### src/rtl/ifstage_pkg.sv
// rtl/ifstage_pkg.sv - shared defaults, entry record and ROM pattern helper for the fetch stage
package ifstage_pkg;

    localparam int ADDR_W_DEF    = 32;
    localparam int DATA_W_DEF    = 32;
    localparam int DEPTH_DEF     = 4;
    localparam int MEM_WORDS_DEF = 1024;
    localparam int RESET_PC_DEF  = 0;
    localparam int INSTR_BYTES   = 4;

    // Queue entry at default widths; the top declares the same record at its own widths.
    typedef struct packed {
        logic [ADDR_W_DEF-1:0] pc;
        logic [DATA_W_DEF-1:0] instr;
    } fetchq_entry_t;

    // Built-in ROM image used when no memory file is supplied: word i holds 0x1000 + i.
    function automatic logic [31:0] default_rom_word(input int unsigned idx);
        return 32'h0000_1000 + 32'(idx);
    endfunction

endpackage

### src/rtl/imem_rom.sv
// rtl/imem_rom.sv - instruction ROM with one-cycle synchronous read
//
// Ports:
//   clk    rising-edge clock
//   addr   word index
//   rdata  word at the index sampled on the previous edge
module imem_rom
    import ifstage_pkg::*;
#(
    parameter int    DATA_W    = DATA_W_DEF,
    parameter int    MEM_WORDS = MEM_WORDS_DEF,
    parameter string MEM_FILE  = "",
    localparam int   AW        = $clog2(MEM_WORDS)
) (
    input  logic              clk,
    input  logic [AW-1:0]     addr,
    output logic [DATA_W-1:0] rdata
);

    always_ff @(posedge clk) begin
        rdata <= DATA_W'(default_rom_word(32'(addr)));
    end

endmodule

### src/rtl/ifstage_fetchq.sv
// rtl/ifstage_fetchq.sv - instruction fetch stage with ROM and in-order fetch queue
//
// Ports:
//   clk          rising-edge clock
//   reset        synchronous active-high reset
//   PC_lden      fetch enable; 0 stalls new fetches only
//   redirect     one-cycle flush, restart at redirect_pc
//   redirect_pc  restart address (low two bits ignored)
//   instr_ready  consumer accepts the head entry
//   instr_valid  head entry valid
//   instr        head instruction word (0 when empty)
//   instr_pc     head instruction PC (0 when empty)
module ifstage_fetchq
    import ifstage_pkg::*;
#(
    parameter int              ADDR_W    = ADDR_W_DEF,
    parameter int              DATA_W    = DATA_W_DEF,
    parameter int              DEPTH     = DEPTH_DEF,
    parameter int              MEM_WORDS = MEM_WORDS_DEF,
    parameter logic [ADDR_W-1:0] RESET_PC = ADDR_W'(RESET_PC_DEF),
    parameter string           MEM_FILE  = ""
) (
    input  logic              clk,
    input  logic              reset,
    input  logic              PC_lden,
    input  logic              redirect,
    input  logic [ADDR_W-1:0] redirect_pc,
    input  logic              instr_ready,
    output logic              instr_valid,
    output logic [DATA_W-1:0] instr,
    output logic [ADDR_W-1:0] instr_pc
);

    localparam int PTR_W  = $clog2(DEPTH);
    localparam int CNT_W  = PTR_W + 1;
    localparam int ROM_AW = $clog2(MEM_WORDS);

    localparam logic [ADDR_W-1:0] WORD_MASK = ~ADDR_W'(INSTR_BYTES - 1);
    localparam logic [ADDR_W-1:0] PC_STEP   = ADDR_W'(INSTR_BYTES);

    typedef struct packed {
        logic [ADDR_W-1:0] pc;
        logic [DATA_W-1:0] instr;
    } entry_t;

    logic [ADDR_W-1:0] fetch_pc;
    logic              inflight;
    logic [ADDR_W-1:0] inflight_pc;
    logic [PTR_W-1:0]  head;
    logic [PTR_W-1:0]  tail;
    logic [CNT_W-1:0]  count;
    entry_t            queue_mem [DEPTH];

    logic [ROM_AW-1:0] rom_addr;
    logic [DATA_W-1:0] rom_rdata;
    logic [CNT_W-1:0]  occupancy;
    logic              issue;
    logic              push;
    logic              pop;

    // ROM index drops the byte offset; PC bits above the ROM size alias.
    assign rom_addr = fetch_pc[ROM_AW+1:2];

    imem_rom #(
        .DATA_W    (DATA_W),
        .MEM_WORDS (MEM_WORDS),
        .MEM_FILE  (MEM_FILE)
    ) u_imem_rom (
        .clk   (clk),
        .addr  (rom_addr),
        .rdata (rom_rdata)
    );

    // The in-flight fetch reserves a slot, so the queue can never be written while full.
    assign occupancy   = count + CNT_W'(inflight);
    assign issue       = PC_lden && !redirect && (occupancy < CNT_W'(DEPTH));
    assign push        = inflight && !redirect;
    assign instr_valid = (count != '0);
    assign pop         = instr_valid && instr_ready && !redirect;

    always_ff @(posedge clk) begin
        if (reset) begin
            fetch_pc    <= RESET_PC & WORD_MASK;
            inflight    <= 1'b0;
            inflight_pc <= '0;
            head        <= '0;
            tail        <= '0;
            count       <= '0;
        end else if (redirect) begin
            // Flush: queued entries and the outstanding ROM read are dropped.
            fetch_pc    <= redirect_pc & WORD_MASK;
            inflight    <= 1'b0;
            head        <= '0;
            tail        <= '0;
            count       <= '0;
        end else begin
            inflight <= issue;
            if (issue) begin
                fetch_pc    <= fetch_pc + PC_STEP;
                inflight_pc <= fetch_pc;
            end
            if (push) begin
                tail <= tail + 1'b1;
            end
            if (pop) begin
                head <= head + 1'b1;
            end
            case ({push, pop})
                2'b10:   count <= count + 1'b1;
                2'b01:   count <= count - 1'b1;
                default: count <= count;
            endcase
        end
    end

    // Storage carries no reset; validity is tracked by count alone.
    always_ff @(posedge clk) begin
        if (push) begin
            queue_mem[tail] <= '{pc: inflight_pc, instr: rom_rdata};
        end
    end

    assign instr    = instr_valid ? queue_mem[head].instr : '0;
    assign instr_pc = instr_valid ? queue_mem[head].pc    : '0;

endmodule

### config.mk
export PLATFORM = sky130hd
export DESIGN_NAME = ifstage_fetchq
export DESIGN_NICKNAME = d
export VERILOG_FILES = /design/src/rtl/ifstage_pkg.sv /design/src/rtl/imem_rom.sv /design/src/rtl/ifstage_fetchq.sv
export SDC_FILE = /design/constraint.sdc
export NUM_CORES = 1
export LEC_CHECK = 0
export CORE_ASPECT_RATIO = 1.4
export CORE_UTILIZATION = 45
export CTS_CLUSTER_SIZE = 28
export DETAILED_ROUTE_END_ITERATION = 10
export HOLD_SLACK_MARGIN = 0.06
export PLACE_DENSITY_LB_ADDON = 0.25
export SLEW_MARGIN = 20
export SYNTH_ARGS = -nofsm -noshare
export SYNTH_HDL_FRONTEND = slang
export SYNTH_HIERARCHICAL = 1
export SYNTH_SLANG_ARGS = --single-unit
### constraint.sdc
create_clock -name clk -period 6.1 [get_ports clk]
set_input_delay 1.22 -clock clk [delete_from_list [all_inputs] [get_ports clk]]
set_output_delay 1.22 -clock clk [all_outputs]
set_load 0.01 [all_outputs]
==> impl_metrics.ini, run 1 <==
[logic_synthesis]
synth_edf_count = 248
async_flop_share_pct = 0
yosys_warnings = 6
yosysSeqAreaShare_pct = 69.4
synth.avg_cell_area_um2 = 15.8
synth_cell_types = 48
synth_seq_cells = 328
synthCells = 826
synthesis.area_mm2 = 0.0130
synth_flop_cell = edfxtp_1

[clock_network]
ctsHoldBuffers = 0
tritoncts.num_buffers = 29
cts_sinks = 328
clk_pin_slew_ps = 70
cts_resized = 0
cts_setup_buffers = 0
htreeDepth = 1
cts_max_path_buffers = 3
cts_tree = yes
clock_latency_ps = 540
cts_root_buffer = clkbuf_16

[hold_path]
min_path_type = reg -> reg

[place]
hpwl_um = 14500
routabilityCongestion = 0.779
port_buffers = 97
post-place-ws_ps = 1950
numPlacedInstances = 1268

[timing]
final.min_clock_period_ps = 4300
timing.final.crit_share_pct = 70.6
slew_violations = 0
worstMarginPinSlew_ps = 973
fin_ws_ps = 1800
setup_violations = 0
fin_setup_tns_ps = 0
hold_violations = 0
finClkSkew_ps = 15.6
rsz0062_at_grt = no
fmax_ghz = 0.232
slew_headroom_pct = 35.1

[critical_path]
cp-start-kind = flip-flop
path_class = reg -> out
arrival_ps = 3080
crit_required_ps = 4880
worst_path_largest_cell_delay_ps = 960
path_cells = buf_4 > mux4_2 > nor2b_1 > clkdlybuf4s50_1
crit_buf_inv = 2
path_delay_family = flip-flops
r2r_setup_slack_ps = 3380
cp_max_fo = 44
slowest_stage = dfxtp_4
end_kind = primary output

[pwr]
leakage_nw = 4.81
irDropWorstVdd_mv = 0.241
powerDensity_mw_per_mm2 = 289

[cells_and_area]
antenna_cells = 0
multiInputGateArea_mm2 = 0.00366
layout-drive-gt1-share_pct = 15.6
mostFrequentLayoutCells = edfxtp_1 (248), clkdlybuf4s50_1 (96), dfxtp_1 (78)
final_cell_count_no_fill = 1322
final_nets = 968
area_growth_pct = 17.4
regArea_mm2 = 0.00905
final_util_pct = 53.8
fillCellCount = 2310
layout_commonest_cell = edfxtp_1

[drt]
top_layer = met4
first_pass_iters = 5
wl_met2_um = 12200
dr_wl_met3_um = 831
wl_met1_um = 10600
ant_nets = 0
routedWlPerCell_um = 18.3
routed_wl_um = 24100
drtIter0Drc = 318
num_vias = 6850
drt-vias-per-instance = 5.18
drc_errors = 0

[grt]
grt_pass1_wl_um = 38300
overflow = 0
grtUsageTotal_pct = 16.6
grt_pass1_vias = 6889
grt_max_degree = 63
antenna_found_initial = 0

[floorplan]
die_y_um = 203
dieArea_mm2 = 0.0297
row_count = 73
io_pins = 102
initial_core_util_pct = 45.9
die_w_um = 146
core-area_mm2 = 0.0284

[flow_run]
drv_cap = 0

[status]
outcome = finished, final reports clean
-- metal layers --
metal  track usage, %  up-vias
met5                0        -
met4             4.32        0
met3             1.81       39
met2             29.2      150
met1             22.1     3404
li1                 -     3257
-- where the power goes --
part / switching [W] / internal [W]
Sequential: 0.0000412 / 0.00242
Clock: 0.000773 / 0.00106
Combinational: 0.0000668 / 0.0000581
-- worst register-to-register path, stage by stage, from the launching register on --
cell,delay [ps]
dfxtp_1,430
nor3_2,80
buf_4,210
nor3b_1,600
ha_1,310
inv_1,60
fa_1,370
xor2_1,160
or3_1,310
a21oi_1,140
-- registers in the layout, summed over array words and instances (netlist names), named ones only --
register          cells
count                 3
head                  2
inflight_pc          30
u_imem_rom/rdata     10
queue_mem           248
tail                  2
inflight              1
fetch_pc             30
-- cell usage after synthesis, types with 2 or more instances --
cell type | count | area, µm²
clkbuf_1 | 30 | 113
or3_1 | 5 | 31.3
nand3_1 | 9 | 45.0
nand4_1 | 6 | 37.5
mux2i_1 | 2 | 20.0
nor2_1 | 29 | 109
edfxtp_1 | 248 | 7450
o21ai_0 | 4 | 20.0
buf_4 | 24 | 180
or2_2 | 3 | 18.8
xor2_1 | 8 | 70.1
a311oi_1 | 5 | 43.8
inv_1 | 10 | 37.5
nor3_1 | 7 | 35.0
o22ai_1 | 4 | 25.0
nor4_1 | 3 | 18.8
and4_1 | 4 | 35.0
mux4_2 | 62 | 1400
nor4_2 | 4 | 50.1
and3_1 | 2 | 12.5
nand2_1 | 76 | 285
and2_1 | 11 | 68.8
o21ai_1 | 2 | 10.0
nor2b_1 | 63 | 394
o21bai_1 | 7 | 52.6
xnor2_1 | 22 | 193
buf_2 | 12 | 60.1
ha_1 | 6 | 75.1
nor4_4 | 4 | 85.1
a211oi_1 | 11 | 82.6
conb_1 | 3 | 11.3
dfxtp_1 | 80 | 1600
buf_1 | 2 | 7.51
a21oi_1 | 40 | 200
a31oi_1 | 5 | 31.3
-- metrics by stage --
step	hold WS, ps	total power [W]	area, µm²
global placement	433	0.00264	14300
CTS	441	0.00446	15300
global route	452	0.00456	15300
finish	446	0.00442	15300
floorplan	326	0.00259	13100
detailed placement	433	0.00264	14300
-- cell families (layout without fill, tap and decap cells) --
| kind of cell | after synthesis | in the layout | share of synthesized area, % |
|---|---|---|---|
| adder cells (fa/ha/maj) | 7 | 7 | 0.730 |
| AND/OR/NAND/NOR | 232 | 232 | 9.85 |
| AO/OA/AOI/OAI | 82 | 82 | 3.85 |
| other | 3 | 24 | 0.0864 |
| flip-flops | 328 | 328 | 69.4 |
| multiplexers | 64 | 64 | 10.9 |
| buffers and inverters | 80 | 180 | 3.17 |
| XOR/XNOR | 30 | 30 | 2.02 |
-- worst paths after layout --
| check | cells past startpoint | start | end |
|---|---|---|---|
| worst max-delay path | 4 | flip-flop | instr_pc[12] |
| worst min register to register | 0 | fetch_pc[8] | u_imem_rom/rdata[6] |
| worst max register to register | 9 | count[0] | count[2] |
| worst min-delay path | 0 | fetch_pc[8] | u_imem_rom/rdata[6] |
-- final cells by class --
type | count | area share [%]
tap | 375 | 3.07
inverter | 11 | 0.270
multi-input combinational | 439 | 23.9
sequential | 328 | 59.2
timing repair buffer | 115 | 7.20
clock buffer | 38 | 5.24
clock inverter | 16 | 1.10
(Power assumes the default switching activity.)
==> inputs of run 2 (changes only) <==
- clock period: 6.1 -> 4.5 ns (I/O delays scaled with it)
==> run 2 against run 1 <==
  * Register-to-register slack worse by 1600 ps
  * Critical path depth unchanged
  * Critical endpoint is now instr_pc[18]
  * Global-route usage up 0.25 points
  * Sequential power up 35%
  * Setup slack worse by 890 ps
  * Highest routed layer unchanged
  * Die area unchanged
  * First-iteration DRC count up 2.2%
==> impl_metrics.ini, run 2 (synthesis gave the netlist of run 1 again) <==
[status]
outcome = finished, final reports clean

[timing]
finClkSkew_ps = 10.3
timing.final.crit_share_pct = 79.9
slew_headroom_pct = 47.2
fmax_ghz = 0.278
fin_setup_tns_ps = 0
final.min_clock_period_ps = 3600
rsz0062_at_grt = no
whs_ps = 465
setup_violations = 0
hold_violations = 0
worstMarginPinSlew_ps = 792
slew_violations = 0

[pwr]
swShare_pct = 19.6
irDropWorstVdd_mv = 0.361
total_power_w = 0.00604
powerDensity_mw_per_mm2 = 393
p_clk_share_pct = 41.9
intPower_w = 0.00486
leakage_nw = 4.85
power_frac_comb_pct = 2.8
switching_power_w = 0.00119
seq_power_share_pct = 55.3

[clock_network]
clk_pin_slew_ps = 60
htreeDepth = 1
tritoncts.num_buffers = 30
cts_sinks = 328
cts_max_path_buffers = 3
clock_latency_ps = 540
ctsHoldBuffers = 0
cts_root_buffer = clkbuf_16
cts_setup_buffers = 0
cts_tree = yes
cts_resized = 0

[floorplan]
die_y_um = 203
dieArea_mm2 = 0.0297
core-area_mm2 = 0.0284
io_pins = 102
die_w_um = 146
initial_core_util_pct = 45.9
row_count = 73

[drt]
drtIter0Drc = 325
dr_wl_met3_um = 886
drc_errors = 0
ant_nets = 0
drt-vias-per-instance = 5.17
routedWlPerCell_um = 18.5
num_vias = 6829
wl_met1_um = 10400
wl_met2_um = 12800
routed_wl_um = 24500
first_pass_iters = 7
top_layer = met4

[critical_path]
arrival_ps = 2700
worst_path_largest_cell_delay_ps = 560
path_class = reg -> out
end_kind = primary output
path_cells = buf_4 > mux4_2 > nor2b_1 > clkdlybuf4s50_1
slowest_stage = mux4_2
crit_buf_inv = 2
cp-start-kind = flip-flop
path_delay_family = buffers and inverters
crit_required_ps = 3600
cp_max_fo = 22

[grt]
grtUsageTotal_pct = 16.9
grt_max_degree = 65
grt_pass1_wl_um = 38600
antenna_found_initial = 0
grt_pass1_vias = 6883
overflow = 0

[cells_and_area]
top_regs = queue_mem: 248 flops, fetch_pc: 30 flops, inflight_pc: 30 flops
final_nets = 967
multiInputGateArea_mm2 = 0.00366
area_growth_pct = 18.1
regMostFlops = queue_mem
regArea_mm2 = 0.00905
layout_commonest_cell = edfxtp_1
largest_reg_flops = 248
fin_area_mm2 = 0.0154
fillCellCount = 2261
layout-drive-gt1-share_pct = 16.1
antenna_cells = 0
mostFrequentLayoutCells = edfxtp_1 (248), clkdlybuf4s50_1 (96), dfxtp_1 (78)

[place]
hpwl_um = 14700
routabilityCongestion = 0.771
place_area_mm2 = 0.0144
port_buffers = 97

[flow_run]
drv_cap = 0

[hold_path]
min_path_type = reg -> reg
-- run 2: per-layer routing --
metal,up-vias,global-route usage [%]
li1,3254,-
met1,3398,21.6
met2,149,30.4
met3,28,1.97
met4,0,4.59
met5,-,0
-- run 2: worst reg2reg max path: stages (launching register included) --
cell	delay (ps)
dfxtp_1	430
nor3_2	70
buf_4	360
nor3b_1	510
ha_1	280
inv_1	60
fa_1	370
xor2_1	150
or3_1	300
a21oi_1	140
-- run 2: layout make-up --
cell class / count / share of cell area (%)
Clock buffer: 47 / 6.09
Clock inverter: 9 / 0.512
Inverter: 11 / 0.268
Multi-Input combinational cell: 439 / 23.8
Sequential cell: 328 / 58.8
Tap cell: 375 / 3.05
Timing Repair Buffer: 113 / 7.46
-- run 2: final timing paths --
kind / start / end / slack, ps / cells after the start
setup reg to reg: count[0] / count[2] / 1750 / 9
setup / recovery: flip-flop / instr_pc[18] / 900 / 4
hold reg to reg: u_imem_rom/rdata[9] / queue_mem[2][9] / 460 / 0
hold / removal: u_imem_rom/rdata[9] / queue_mem[2][9] / 460 / 0
-- run 2: power by group through the flow --
| stage | combinational [W] | sequential [W] | clock [W] |
|---|---|---|---|
| 2_1_floorplan | 0.000122 | 0.00338 | 0 |
| 3_3_place_gp | 0.000167 | 0.00341 | 0 |
| 3_5_place_dp | 0.000169 | 0.00341 | 0 |
| 4_1_cts | 0.000170 | 0.00334 | 0.00259 |
| 5_1_grt | 0.000191 | 0.00335 | 0.00270 |
| 6_report | 0.000170 | 0.00334 | 0.00253 |
-- run 2: stage by stage --
| step | setup slack [ps] | utilization [%] | cells |
|---|---|---|---|
| finish | 903 | 54.2 | 1322 |
| detailed placement | 1010 | 50.6 | 1266 |
| CTS | 812 | 54.2 | 1322 |
| floorplan | 1290 | - | 847 |
| global route | 726 | 54.2 | 1322 |
| global placement | 1030 | 50.6 | 1266 |
